File: src/rtl/pipe_bigadd_pkg.sv
// Shared helpers for the pipelined wide adder.
//   params_ok : elaboration-time legality check for (DW, NSTAGES).
package pipe_bigadd_pkg;

  function automatic bit params_ok(int dw, int ns);
    if (ns < 1) return 1'b0;
    if (ns > dw) return 1'b0;
    return (dw % ns) == 0;
  endfunction

endpackage

File: src/rtl/pipe_bigadd_seg.sv
// One SW-bit ripple segment of the pipelined adder, fully registered.
// Ports:
//   i_clk, i_areset_n : clock, async active-low reset
//   i_ce              : advance enable; state holds when low
//   i_a, i_b, i_cin   : segment operands (b already inverted for subtract)
//   o_sum             : registered segment sum
//   o_cout            : registered carry out of the segment MSB
//   o_ovf             : registered (carry into MSB ^ carry out of MSB); only
//                       meaningful as signed overflow for the top segment
module pipe_bigadd_seg #(
  parameter int SW = 32
) (
  input  logic          i_clk,
  input  logic          i_areset_n,
  input  logic          i_ce,
  input  logic [SW-1:0] i_a,
  input  logic [SW-1:0] i_b,
  input  logic          i_cin,
  output logic [SW-1:0] o_sum,
  output logic          o_cout,
  output logic          o_ovf
);

  logic [SW:0] s;
  logic        cmsb;

  // Carry into the MSB is recovered from the sum bit, which also works for SW=1.
  always_comb begin
    s    = {1'b0, i_a} + {1'b0, i_b} + {{SW{1'b0}}, i_cin};
    cmsb = s[SW-1] ^ i_a[SW-1] ^ i_b[SW-1];
  end

  always_ff @(posedge i_clk or negedge i_areset_n) begin
    if (!i_areset_n) begin
      o_sum  <= '0;
      o_cout <= 1'b0;
      o_ovf  <= 1'b0;
    end else if (i_ce) begin
      o_sum  <= s[SW-1:0];
      o_cout <= s[SW];
      o_ovf  <= s[SW] ^ cmsb;
    end
  end

endmodule

File: src/rtl/pipe_bigadd.sv
// Parametrised pipelined DW-bit add/subtract. The operand is split into
// NSTAGES segments of SW bits; segment j is delayed j cycles before its adder
// and its sum is delayed NSTAGES-1-j cycles afterwards so all bits exit
// together. Latency NSTAGES enabled cycles, throughput one per enabled cycle.
// Ports:
//   i_clk, i_areset_n : clock, async active-low reset
//   i_ce              : pipeline advance enable
//   i_sync            : tag aligned with the result at o_sync
//   i_sub, i_cin      : 0 add / 1 subtract; carry-in (borrow-in when subtracting)
//   i_a, i_b          : operands
//   o_r, o_cout, o_ovf: result, carry out of MSB, signed overflow
//   o_sync            : delayed tag
module pipe_bigadd
  import pipe_bigadd_pkg::*;
#(
  parameter int DW      = 64,
  parameter int NSTAGES = 2
) (
  input  logic          i_clk,
  input  logic          i_areset_n,
  input  logic          i_ce,
  input  logic          i_sync,
  input  logic          i_sub,
  input  logic          i_cin,
  input  logic [DW-1:0] i_a,
  input  logic [DW-1:0] i_b,
  output logic [DW-1:0] o_r,
  output logic          o_cout,
  output logic          o_ovf,
  output logic          o_sync
);

  // NS guards the divide so an illegal NSTAGES reaches the check below.
  localparam int NS = (NSTAGES < 1) ? 1 : NSTAGES;
  localparam int SW = DW / NS;

  if (!params_ok(DW, NSTAGES)) begin : g_bad_params
    $error("pipe_bigadd: DW must be a multiple of NSTAGES with 1 <= NSTAGES <= DW");
  end

  logic [DW-1:0] b_eff;
  logic          cin_eff;
  logic [NS-1:0] cy, ov, top_seg, sync_q;

  assign b_eff   = i_sub ? ~i_b : i_b;
  assign cin_eff = i_sub ? ~i_cin : i_cin;

  for (genvar j = 0; j < NS; j++) begin : g_seg
    logic [SW-1:0] a_use, b_use, sum, res;
    logic          c_use;

    if (j == 0) begin : g_nd
      assign a_use = i_a[SW-1:0];
      assign b_use = b_eff[SW-1:0];
      assign c_use = cin_eff;
    end else begin : g_sk
      // Operand skew: a_d[j-1] is the segment sampled j enabled cycles ago.
      logic [j-1:0][SW-1:0] a_d, b_d;
      always_ff @(posedge i_clk or negedge i_areset_n) begin
        if (!i_areset_n) begin
          a_d <= '0;
          b_d <= '0;
        end else if (i_ce) begin
          a_d[0] <= i_a[j*SW +: SW];
          b_d[0] <= b_eff[j*SW +: SW];
          for (int i = 1; i < j; i++) begin
            a_d[i] <= a_d[i-1];
            b_d[i] <= b_d[i-1];
          end
        end
      end
      assign a_use = a_d[j-1];
      assign b_use = b_d[j-1];
      assign c_use = cy[j-1];
    end

    pipe_bigadd_seg #(.SW(SW)) u_seg (
      .i_clk      (i_clk),
      .i_areset_n (i_areset_n),
      .i_ce       (i_ce),
      .i_a        (a_use),
      .i_b        (b_use),
      .i_cin      (c_use),
      .o_sum      (sum),
      .o_cout     (cy[j]),
      .o_ovf      (ov[j])
    );

    if (j == NS-1) begin : g_nr
      assign res = sum;
    end else begin : g_rs
      // Result deskew: finished low segments wait for the top segment.
      logic [NS-2-j:0][SW-1:0] r_d;
      always_ff @(posedge i_clk or negedge i_areset_n) begin
        if (!i_areset_n) begin
          r_d <= '0;
        end else if (i_ce) begin
          r_d[0] <= sum;
          for (int i = 1; i <= NS-2-j; i++) r_d[i] <= r_d[i-1];
        end
      end
      assign res = r_d[NS-2-j];
    end

    assign o_r[j*SW +: SW] = res;
  end

  always_ff @(posedge i_clk or negedge i_areset_n) begin
    if (!i_areset_n) begin
      sync_q <= '0;
    end else if (i_ce) begin
      sync_q[0] <= i_sync;
      for (int i = 1; i < NS; i++) sync_q[i] <= sync_q[i-1];
    end
  end

  // Only the top segment's overflow is a signed overflow of the whole word.
  always_comb begin
    top_seg       = '0;
    top_seg[NS-1] = 1'b1;
  end

  assign o_cout = cy[NS-1];
  assign o_ovf  = |(ov & top_seg);
  assign o_sync = sync_q[NS-1];

endmodule

File: config.mk
export PLATFORM = sky130hd
export DESIGN_NAME = pipe_bigadd
export DESIGN_NICKNAME = d
export VERILOG_FILES = /design/src/rtl/pipe_bigadd_pkg.sv /design/src/rtl/pipe_bigadd_seg.sv /design/src/rtl/pipe_bigadd.sv
export SDC_FILE = /design/constraint.sdc
export NUM_CORES = 1
export LEC_CHECK = 0
export CAP_MARGIN = 15
export CORE_ASPECT_RATIO = 1.4
export CORE_UTILIZATION = 40
export CTS_BUF_LIST = sky130_fd_sc_hd__clkbuf_8
export DETAILED_ROUTE_END_ITERATION = 10
export PLACE_DENSITY = 0.71
export SYNTH_ARGS = -nofsm -noshare
export SYNTH_HDL_FRONTEND = slang
export SYNTH_SLANG_ARGS = --single-unit
File: constraint.sdc
create_clock -name i_clk -period 3.12 [get_ports i_clk]
set_clock_uncertainty 0.1 [all_clocks]
set_input_delay 0.624 -clock i_clk [delete_from_list [all_inputs] [get_ports i_clk]]
set_output_delay 0.624 -clock i_clk [all_outputs]
set_load 0.005 [all_outputs]
==> results.yml, run 1 <==
die:
  dieArea_mm2: 0.0251
  initial_utilization_pct: 40.9
  fp-row-count: 67
  io_pins: 201
  coreArea_mm2: 0.0240
  fp.dieW_um: 134
  die_y_um: 187
place:
  post-place-ws_ps: -764
  routabilityCongestion: 0.847
  dp_cells: 1484
  dp.final_hpwl_um: 18000
  port_buffers: 200
synthesis:
  yosys_warnings: 0
  synth_ff_type: "dfrtp_1"
  ys_types: 65
  synth_edf_count: 0
  synth_seq_cells: 165
  postSynth.asyncResetShare_pct: 100
  syn_area_mm2: 0.00980
  syn-mean-instance-area_um2: 10.7
  post-synth-top-area-cell: "dfrtp_1"
  synth_top_area_share_pct: 42.1
  synth.area.top_cells: "dfrtp_1 (42%), mux2_2 (13%), ha_1 (7.9%)"
  syn_nets: 1115
  synthCells: 915
  yosysSeqAreaShare_pct: 42.1
pwr:
  p_leak_nw: 5.95
  p_int_mw: 5.49
  p_sw_mw: 2.60
  power_frac_clock_pct: 18.4
  vdd_ir_drop_max_v: 0.000298
  switching_share_pct: 32.1
  comb_power_share_pct: 43.6
  cellPowerDensity_mw_per_mm2: 589
  p_seq_share_pct: 38.0
timing:
  timing.final.hold_violations: 0
  worst_pin_slew_ps: 616
  slew_headroom_pct: 58.9
  max_freq_mhz: 325
  rsz0062_at_grt: "true"
  timing.final.crit_share_pct: 98.5
  slew_violations: 0
  worst_slack_ps: 46.1
  fin_crit_ps: 3070
  setup_viol: 0
routing:
  drc: 0
  first_iter_violations: 325
  post_drt_wl_per_cell_um: 15.9
  firstDrtPassIters: 4
  drt.antenna.violating_nets: 0
  vias: 7826
  wl_um: 24500
  routed_via_density: 5.08
worst_setup_path:
  critical_path_class: "primary input to flop"
  worstSetupStartpointType: "primary input"
  cp.required_ps: 3380
  crit_fanout: 5
  endpoint_kind: "flop"
  cp.arrival_ps: 3340
clock_network:
  cts.path.max_buffers: 2
  cts.sinks: 165
  insertion_delay_ps: 470
  cts.clk_slew.worst_paths_ps: 90
  cts_tree: "built"
  clockRootBuffer: "clkbuf_8"
  cts_max_level: 4
  cts_made_buffers: 17
global_routing:
  grt_max_degree: 100
  grt_pass1_wl_um: 38900
  grt_overflow_total: 0
  antenna_found_initial: 1
  track_usage_pct: 19.6
  grt_pass1_vias: 7956
final_layout:
  layout.cells.non_filler: 1542
  nNetsFinal: 1418
  drive_above_1_share_pct: 27.1
  area_growth_pct: 40.2
worst_hold_path:
  hp-class: "primary input to asynchronous set/reset pin"
status:
  outcome: "finished, final reports clean"
run:
  drv_cap: 0
[worst paths after layout]
| check | start | to | slack (ps) | cells after the start |
|---|---|---|---|---|
| setup / recovery | i_sub | g_seg[0].u_seg.o_sum[17] | 50 | 14 |
| hold / removal | i_areset_n | g_seg[1].a_use[19] | 20 | 1 |
| setup reg to reg | g_seg[0].u_seg.o_cout | g_seg[1].u_seg.o_sum[20] | 70 | 14 |
| hold reg to reg | g_seg[0].u_seg.o_sum[14] | g_seg[0].u_seg.o_sum[14] | 390 | 2 |
| max in group asynchronous | i_areset_n | g_seg[1].a_use[2] | 2190 | 2 |
| min in group i_clk | g_seg[0].u_seg.o_sum[14] | g_seg[0].u_seg.o_sum[14] | 390 | 2 |
[power by group through the flow]
stage                     Combinational (mW)  Sequential (mW)  Clock (mW)
after floorplan                         1.77             3.05           0
after global routing                    3.85             3.15        1.63
final                                   3.53             3.07        1.49
after global placement                  3.29             3.11           0
after detailed placement                3.34             3.12           0
after CTS                               3.39             3.08        1.55
[sequential cells by signal, indices dropped and copies added, names as in the netlist]
signal,flops
g_seg.u_seg.o_sum,64
g_seg.u_seg.o_cout,2
g_seg.b_use,32
sync_q,2
g_seg.a_use,32
g_seg.u_seg.o_ovf,1
g_seg.g_rs.r_d,32
[synth_stat cells (3+ instances only)]
master and number:
inv_1 21, xor2_1 48, fa_1 4, and3_1 7, a21oi_1 87, o21ai_1 7, o21a_1 7, and4_1 3
xnor2_1 69, o21ai_0 31, a21oi_2 3, nor2_1 72, a211oi_1 7, buf_1 5, a221o_1 3, ha_1 62
nor3_1 8, dfrtp_1 165, buf_2 3, a221oi_1 3, and2_1 5, o31ai_1 3, nand4_1 6, nor2b_1 11
o21bai_1 4, o31ai_2 3, a21o_1 32, clkbuf_1 27, mux2_2 109, nand2b_1 7, nand2_1 35, nand3_1 11
a31oi_1 7
[per-stage QoR]
stage	hold slack, ps	TNS (ps)	cell area (um^2)	util, %	power (mW)
after floorplan	228	-3270	9890	-	4.82
after global placement	358	-12220	12800	53.6	6.39
after detailed placement	370	-13450	12800	53.6	6.45
after CTS	19.5	-2.54	13300	55.5	8.02
after global routing	32.0	-380	13700	57.3	8.63
final	17.4	0	13700	57.3	8.09
[kinds of logic after synthesis]
logic type	count (synthesis)	share of synthesized area, %
compound gates	220	14.8
simple gates	178	8.66
flops	165	42.1
xor+xnor	118	10.6
mux	111	12.8
fa+ha+maj	66	8.73
buf+inv	57	2.22
[cell usage in the layout (no fill, tap or decap), drive strengths merged, types with 9 or more instances in the layout]
cell type        n
a21oi           90
clkdlybuf4s50  188
nand2           36
a21o            33
xor2            48
nand3           11
xnor2           70
o21ai           38
dfrtp          165
nor2            73
buf            123
nor2b           12
inv             24
ha              62
clkbuf          19
a31oi            9
and3             9
mux2           111
[what timing repair did]
action	CTS	global route
setup buffers	3	22
pin swaps	22	63
resized for setup	24	59
hold buffers	0	0
setup endpoints to repair	22	27
[final cells by class]
class | count | area (um^2)
sequential | 165 | 4130
clock inverter | 14 | 129
fill | 2077 | 10200
timing repair buffer | 319 | 3000
inverter | 22 | 82.6
multi-input combinational | 693 | 5750
clock buffer | 18 | 248
tap | 310 | 388
antenna | 1 | 2.50
[routing by layer]
metal / wire, um / track usage (%) / up-vias / part of all wire [%]
li1: - / - / 3864 / -
met1: 9960 / 22.9 / 3747 / 41
met2: 12900 / 35.1 / 174 / 53
met3: 1030 / 3.93 / 41 / 4.2
met4: 664 / 7.61 / 0 / 2.7
met5: 0 / 0 / - / 0
[worst max-delay path, stage by stage]
cell and delay, ps:
buf_12 120, buf_12 140, buf_8 130, xor2_2 140, ha_1 340, nand4b_1 230, a211oi_4 410, nor2_2 80
o31a_1 290, o21ai_2 210, a21o_1 160, a21oi_2 60, xnor2_1 130, mux2_4 260
(Power assumes the default switching activity.)
==> run 2: changes to the inputs <==
RECOVER_POWER = 50   (was not set)
==> run 2 against run 1 <==
Against the previous run:
- the flow now finishes with violations (capacitance limit, slew limit)
- sequential share of layout area up 0.11 points
- critical path type unchanged
- combinational power about the same
- worst hold slack better by 380 ps
- utilization down 0.21 points
- via count up 0.43%
- fmax down 0.83%
- final cell count unchanged
==> results.yml, run 2 (synthesis results as in run 1) <==
clock_network:
  insertion_delay_ps: 470
  cts.path.max_buffers: 2
  cts_made_buffers: 17
  hold_buffers: 0
  cts_max_level: 4
  cts.clk_slew.worst_paths_ps: 90
  cts.sinks: 165
  cts_tree: "built"
  clockRootBuffer: "clkbuf_8"
place:
  post-place-ws_ps: -764
  routabilityCongestion: 0.847
  port_buffers: 200
  dp_cells: 1484
  dp.final_hpwl_um: 18000
final_layout:
  area_growth_pct: 39.7
  final_common_cell: "clkdlybuf4s50_1"
  largest_register_ffs: 64
  regMostFlops: "g_seg.u_seg.o_sum"
  finish.utilization_pct: 57.1
  mostFrequentLayoutCells: "clkdlybuf4s50_1 (183), dfrtp_1 (164), mux2_2 (107)"
  layout.cells.non_filler: 1542
  nNetsFinal: 1418
  drive_above_1_share_pct: 26.8
die:
  dieArea_mm2: 0.0251
  initial_utilization_pct: 40.9
  coreArea_mm2: 0.0240
  fp-row-count: 67
  io_pins: 201
  die_y_um: 187
  fp.dieW_um: 134
timing:
  max_freq_mhz: 323
  fin_crit_ps: 3100
  fin_tns_setup_ps: 0
  setup_viol: 0
  timing.final.hold_violations: 0
  worst_pin_slew_ps: 1790
  worst_slack_ps: 20.5
  slew_headroom_pct: -19.6
  timing.final.crit_share_pct: 99.3
  rsz0062_at_grt: "true"
  slew_violations: 134
worst_setup_path:
  crit_fanout: 9
  r2r_setup_slack_ps: 70
  cp.required_ps: 3300
  cp.arrival_ps: 3280
  endpoint_kind: "flop"
  worstRegToRegCells: 14
  r2r_end: "g_seg[1].u_seg.o_sum[20]"
  worstReg2RegStart: "g_seg[0].u_seg.o_cout"
  critical_path_class: "primary input to flop"
  worstSetupStartpointType: "primary input"
global_routing:
  track_usage_pct: 19.6
  grt_overflow_total: 0
  grt_pass1_vias: 7956
  grt_pass1_wl_um: 38900
  grt_max_degree: 100
  antenna_found_initial: 1
routing:
  wl_um: 24500
  drt.antenna.violating_nets: 0
  drc: 0
  post_drt_wl_per_cell_um: 15.9
  routed_via_density: 5.10
  firstDrtPassIters: 4
  first_iter_violations: 233
  vias: 7860
pwr:
  comb_power_share_pct: 43.6
  p_seq_share_pct: 38.0
  cellPowerDensity_mw_per_mm2: 591
  p_sw_mw: 2.60
  p_int_mw: 5.48
  p_leak_nw: 5.92
  power.total_mw: 8.08
  switching_share_pct: 32.2
  vdd_ir_drop_max_v: 0.000298
  power_frac_clock_pct: 18.4
status:
  outcome: "finished, violations left"
  violations: "capacitance limit, slew limit"
worst_hold_path:
  whs_path_depth: 2
  holdPathEnd: "g_seg[0].u_seg.o_sum[14]"
  hp-class: "flop to flop"
  holdCritStartpoint: "g_seg[0].u_seg.o_sum[14]"
run:
  drv_cap: 2
run 2: cell types whose count changed in the layout (fill, tap and decap cells not counted):
cell and change:
buf_12 -2, buf_4 -4, buf_6 -1, clkbuf_1 +4, clkbuf_2 +3, clkdlybuf4s50_1 -5, dlygate4sd3_1 +5
run 2: how the worst max path moves through the flow:
stage / cells past startpoint / slack, ps / startpoint / end
floorplan: 16 / -420 / i_sub / g_seg[0].u_seg.o_sum[18]
global placement: 15 / -720 / i_b[0] / g_seg[0].u_seg.o_sum[18]
detailed placement: 15 / -760 / i_b[0] / g_seg[0].u_seg.o_sum[30]
CTS: 13 / -3 / g_seg[0].u_seg.o_cout / g_seg[1].u_seg.o_sum[30]
global route: 14 / -70 / i_sub / g_seg[0].u_seg.o_sum[17]
finish: 17 / 20 / i_sub / g_seg[0].u_seg.o_sum[29]
run 2: layout make-up:
type                       count  area, um^2
inverter                      22        82.6
fill                        2081       10300
clock inverter                14         129
clock buffer                  18         248
multi-input combinational    693        5750
antenna                        1        2.50
sequential                   165        4130
tap                          310         388
timing repair buffer         319        2950
run 2: through the flow:
step	hold WS, ps	cell area (um^2)
after global placement	358	12800
after global routing	399	13700
after detailed placement	370	12800
final	394	13700
after floorplan	228	9890
after CTS	19.5	13300
run 2: layer usage:
metal	global-route usage [%]	share of wire, %	up-vias
met5	0	0	-
li1	-	-	3869
met1	22.9	41	3781
met2	35.1	53	174
met4	7.61	2.6	0
met3	3.93	4.1	36
run 2: timing repair:
| action | 4_1_cts | 5_1_grt |
|---|---|---|
| buffers inserted | 3 | 22 |
| gates resized for setup | 24 | 59 |
| endpoints found under the setup margin | 22 | 27 |
| pin swaps | 22 | 63 |
run 2: power groups by stage:
stage               combinational [mW]  sequential, mW  clock (mW)
floorplan                         1.77            3.05           0
CTS                               3.39            3.08        1.55
detailed placement                3.34            3.12           0
global route                      3.84            3.15        1.63
finish                            3.52            3.07        1.49
global placement                  3.29            3.11           0
run 2: critical path, stage by stage:
cell	delay [ps]
buf_12	120
buf_12	140
buf_8	140
xor2_1	160
ha_1	350
buf_4	150
nand2_2	70
o22ai_2	80
a21o_1	180
a221oi_2	320
nand3_2	120
nand4_1	140
nand2b_4	90
buf_4	140
a311oi_2	210
xnor2_1	150
a21oi_1	80
==> run 3: changes to the inputs <==
GPL_TIMING_DRIVEN = 0   (was not set)
==> run 3 against run 2 <==
Against the previous run:
- the run ends with capacitance limit, slew limit, setup timing left
- routed wire length increased by 6.3%
- clock power about the same
- final cell count decreased by 3.4%
- via count decreased by 1.3%
- die area unchanged
- utilization decreased by 2.0 points
- count of clock-buffer cells in the layout increased by 1
- critical endpoint is now g_seg[0].u_seg.o_sum[18]
- highest routed layer unchanged
==> results.yml, run 3 (synthesis results as in run 1) <==
status:
  outcome: "finished, violations left"
  violations: "capacitance limit, slew limit, setup timing"
clock_network:
  cts_max_level: 4
  clockRootBuffer: "clkbuf_8"
  cts_made_buffers: 17
  insertion_delay_ps: 460
  cts.sinks: 165
  cts.clk_slew.worst_paths_ps: 90
  cts_tree: "built"
  cts.path.max_buffers: 2
worst_hold_path:
  whs_path_depth: 1
  hp-class: "flop to flop"
  holdPathEnd: "g_seg[0].u_seg.o_sum[28]"
  holdCritStartpoint: "g_seg[0].u_seg.o_sum[28]"
worst_setup_path:
  endpoint_kind: "flop"
  worstReg2RegStart: "g_seg[1].b_use[0]"
  cp.required_ps: 3380
  r2r_setup_slack_ps: 40
  crit_chain: "clkbuf_16, buf_12, xor2_2, fa_2, inv_2, fa_2, nor2b_4, o31a_1, o31ai_4, a21o_2, nand2_2, a21o_1, a21o_1, a31oi_1, xnor2_1, mux2_4"
  worst-path-buf-inv: 3
  worstRegToRegCells: 13
  r2r_end: "g_seg[1].u_seg.o_sum[30]"
  slowest_stage: "fa_2"
  crit_fanout: 6
  cp_top_family: "compound AO/OA/AOI/OAI gates"
  worstSetupStartpointType: "primary input"
  cp.arrival_ps: 3490
  critical_path_class: "primary input to flop"
  cpPeakStageDelay_ps: 380
final_layout:
  finish.utilization_pct: 55.1
  nNetsFinal: 1367
  diodes: 0
  final_common_cell: "clkdlybuf4s50_1"
  drive_above_1_share_pct: 21.7
  regMostFlops: "g_seg.u_seg.o_sum"
  largest_register_ffs: 64
  area_growth_pct: 34.9
  fillCellCount: 2133
  mostFrequentLayoutCells: "clkdlybuf4s50_1 (193), dfrtp_1 (165), mux2_2 (107)"
routing:
  drc: 0
  drt.antenna.violating_nets: 0
  vias: 7754
  firstDrtPassIters: 4
  routed_via_density: 5.20
  first_iter_violations: 322
  wl_um: 26100
  post_drt_wl_per_cell_um: 17.5
pwr:
  cellPowerDensity_mw_per_mm2: 600
  vdd_ir_drop_max_v: 0.000292
  power.total_mw: 7.93
  p_leak_nw: 5.56
global_routing:
  grt_max_degree: 105
  antenna_found_initial: 0
  grt_pass1_wl_um: 40600
  grt_overflow_total: 0
  track_usage_pct: 20.9
  grt_pass1_vias: 8160
timing:
  rsz0062_at_grt: "true"
  worst_slack_ps: -112
  max_freq_mhz: 309
  whs_ps: 388
  timing.final.crit_share_pct: 104
  slew_headroom_pct: -6.02
  setup_viol: 7
  fin_crit_ps: 3230
  timing.final.hold_violations: 0
  slew_violations: 62
  worst_pin_slew_ps: 1590
run:
  drv_cap: 1
die:
  io_pins: 201
  die_y_um: 187
  fp.dieW_um: 134
  fp-row-count: 67
  initial_utilization_pct: 40.9
  coreArea_mm2: 0.0240
  dieArea_mm2: 0.0251
place:
  port_buffers: 198
  post-place-ws_ps: -818
  dp.final_hpwl_um: 19200
  routabilityCongestion: 0.889
run 3: cell count changes in the layout (fill, tap and decap cells not counted), sizes merged:
cell and change:
inv -1, buf -72, clkinvlp -1, clkdlybuf4s15 +1, dlygate4sd2 -1, clkbuf +19, clkdlybuf4s50 +10, dlymetal6s2s -3
dlygate4sd3 -4, diode -1, clkinv +1
run 3: final cells by class:
| type | instances | area (um^2) | share of cell area (%) |
|---|---|---|---|
| Clock inverter | 13 | 109 | 0.824 |
| Clock buffer | 19 | 262 | 1.98 |
| Sequential cell | 165 | 4130 | 31.2 |
| Timing Repair Buffer | 234 | 2280 | 17.2 |
| Buffer | 34 | 181 | 1.37 |
| Multi-Input combinational cell | 693 | 5790 | 43.8 |
| Inverter | 22 | 82.6 | 0.625 |
| Tap cell | 310 | 388 | 2.94 |
run 3: power by group:
group / internal (mW) / total (mW) / switching (mW) / leakage (nW)
combinational: 1.96 / 3.39 / 1.43 / 3.45
clock: 0.668 / 1.47 / 0.805 / 0.193
sequential: 2.72 / 3.06 / 0.338 / 1.92
total: 5.36 / 7.93 / 2.57 / 5.56
run 3: routing by layer:
metal	track usage, %	vias up	wire, um
li1	-	3765	-
met1	23.5	3749	10400
met2	38.5	193	13900
met3	3.55	47	1010
met4	8.86	0	823
met5	0	-	0
run 3: timing repair:
| action | CTS | global route |
|---|---|---|
| hold endpoints to repair | 55 | 0 |
| pin swaps | 20 | 49 |
| endpoints found under the setup margin | 23 | 26 |
| gates resized for setup | 20 | 47 |
| hold buffers | 1 | 0 |
| buffers inserted | 16 | 20 |
run 3: through the flow:
stage	setup TNS (ps)	instances	cell area, um^2
finish	-410	1490	13200
global route	-1050	1490	13200
CTS	-679	1473	12900
detailed placement	-14280	1424	12300
global placement	-938450	1423	12300
floorplan	-3270	915	9890
run 3: worst register-to-register path: stages, from the launching register on:
cell,delay [ps]
dfrtp_1,410
fa_2,410
inv_2,70
fa_2,230
nor2b_4,60
o2111ai_4,220
a31oi_4,170
a21oi_4,210
nand2_2,100
a221o_1,360
a21oi_2,140
o21bai_1,80
xor2_1,140
mux2_2,260
run 3: how the worst max path moves through the flow:
stage	from	cells after the start	endpoint	slack, ps
3_5_place_dp	i_b[0]	15	g_seg[0].u_seg.o_sum[18]	-820
3_3_place_gp	i_areset_n	1	g_seg[0].g_rs.r_d[18]	-5630
2_1_floorplan	i_sub	16	g_seg[0].u_seg.o_sum[18]	-420
4_1_cts	i_sub	16	g_seg[0].u_seg.o_sum[18]	-110
6_report	i_sub	16	g_seg[0].u_seg.o_sum[18]	-110
5_1_grt	i_sub	16	g_seg[0].u_seg.o_sum[18]	-160
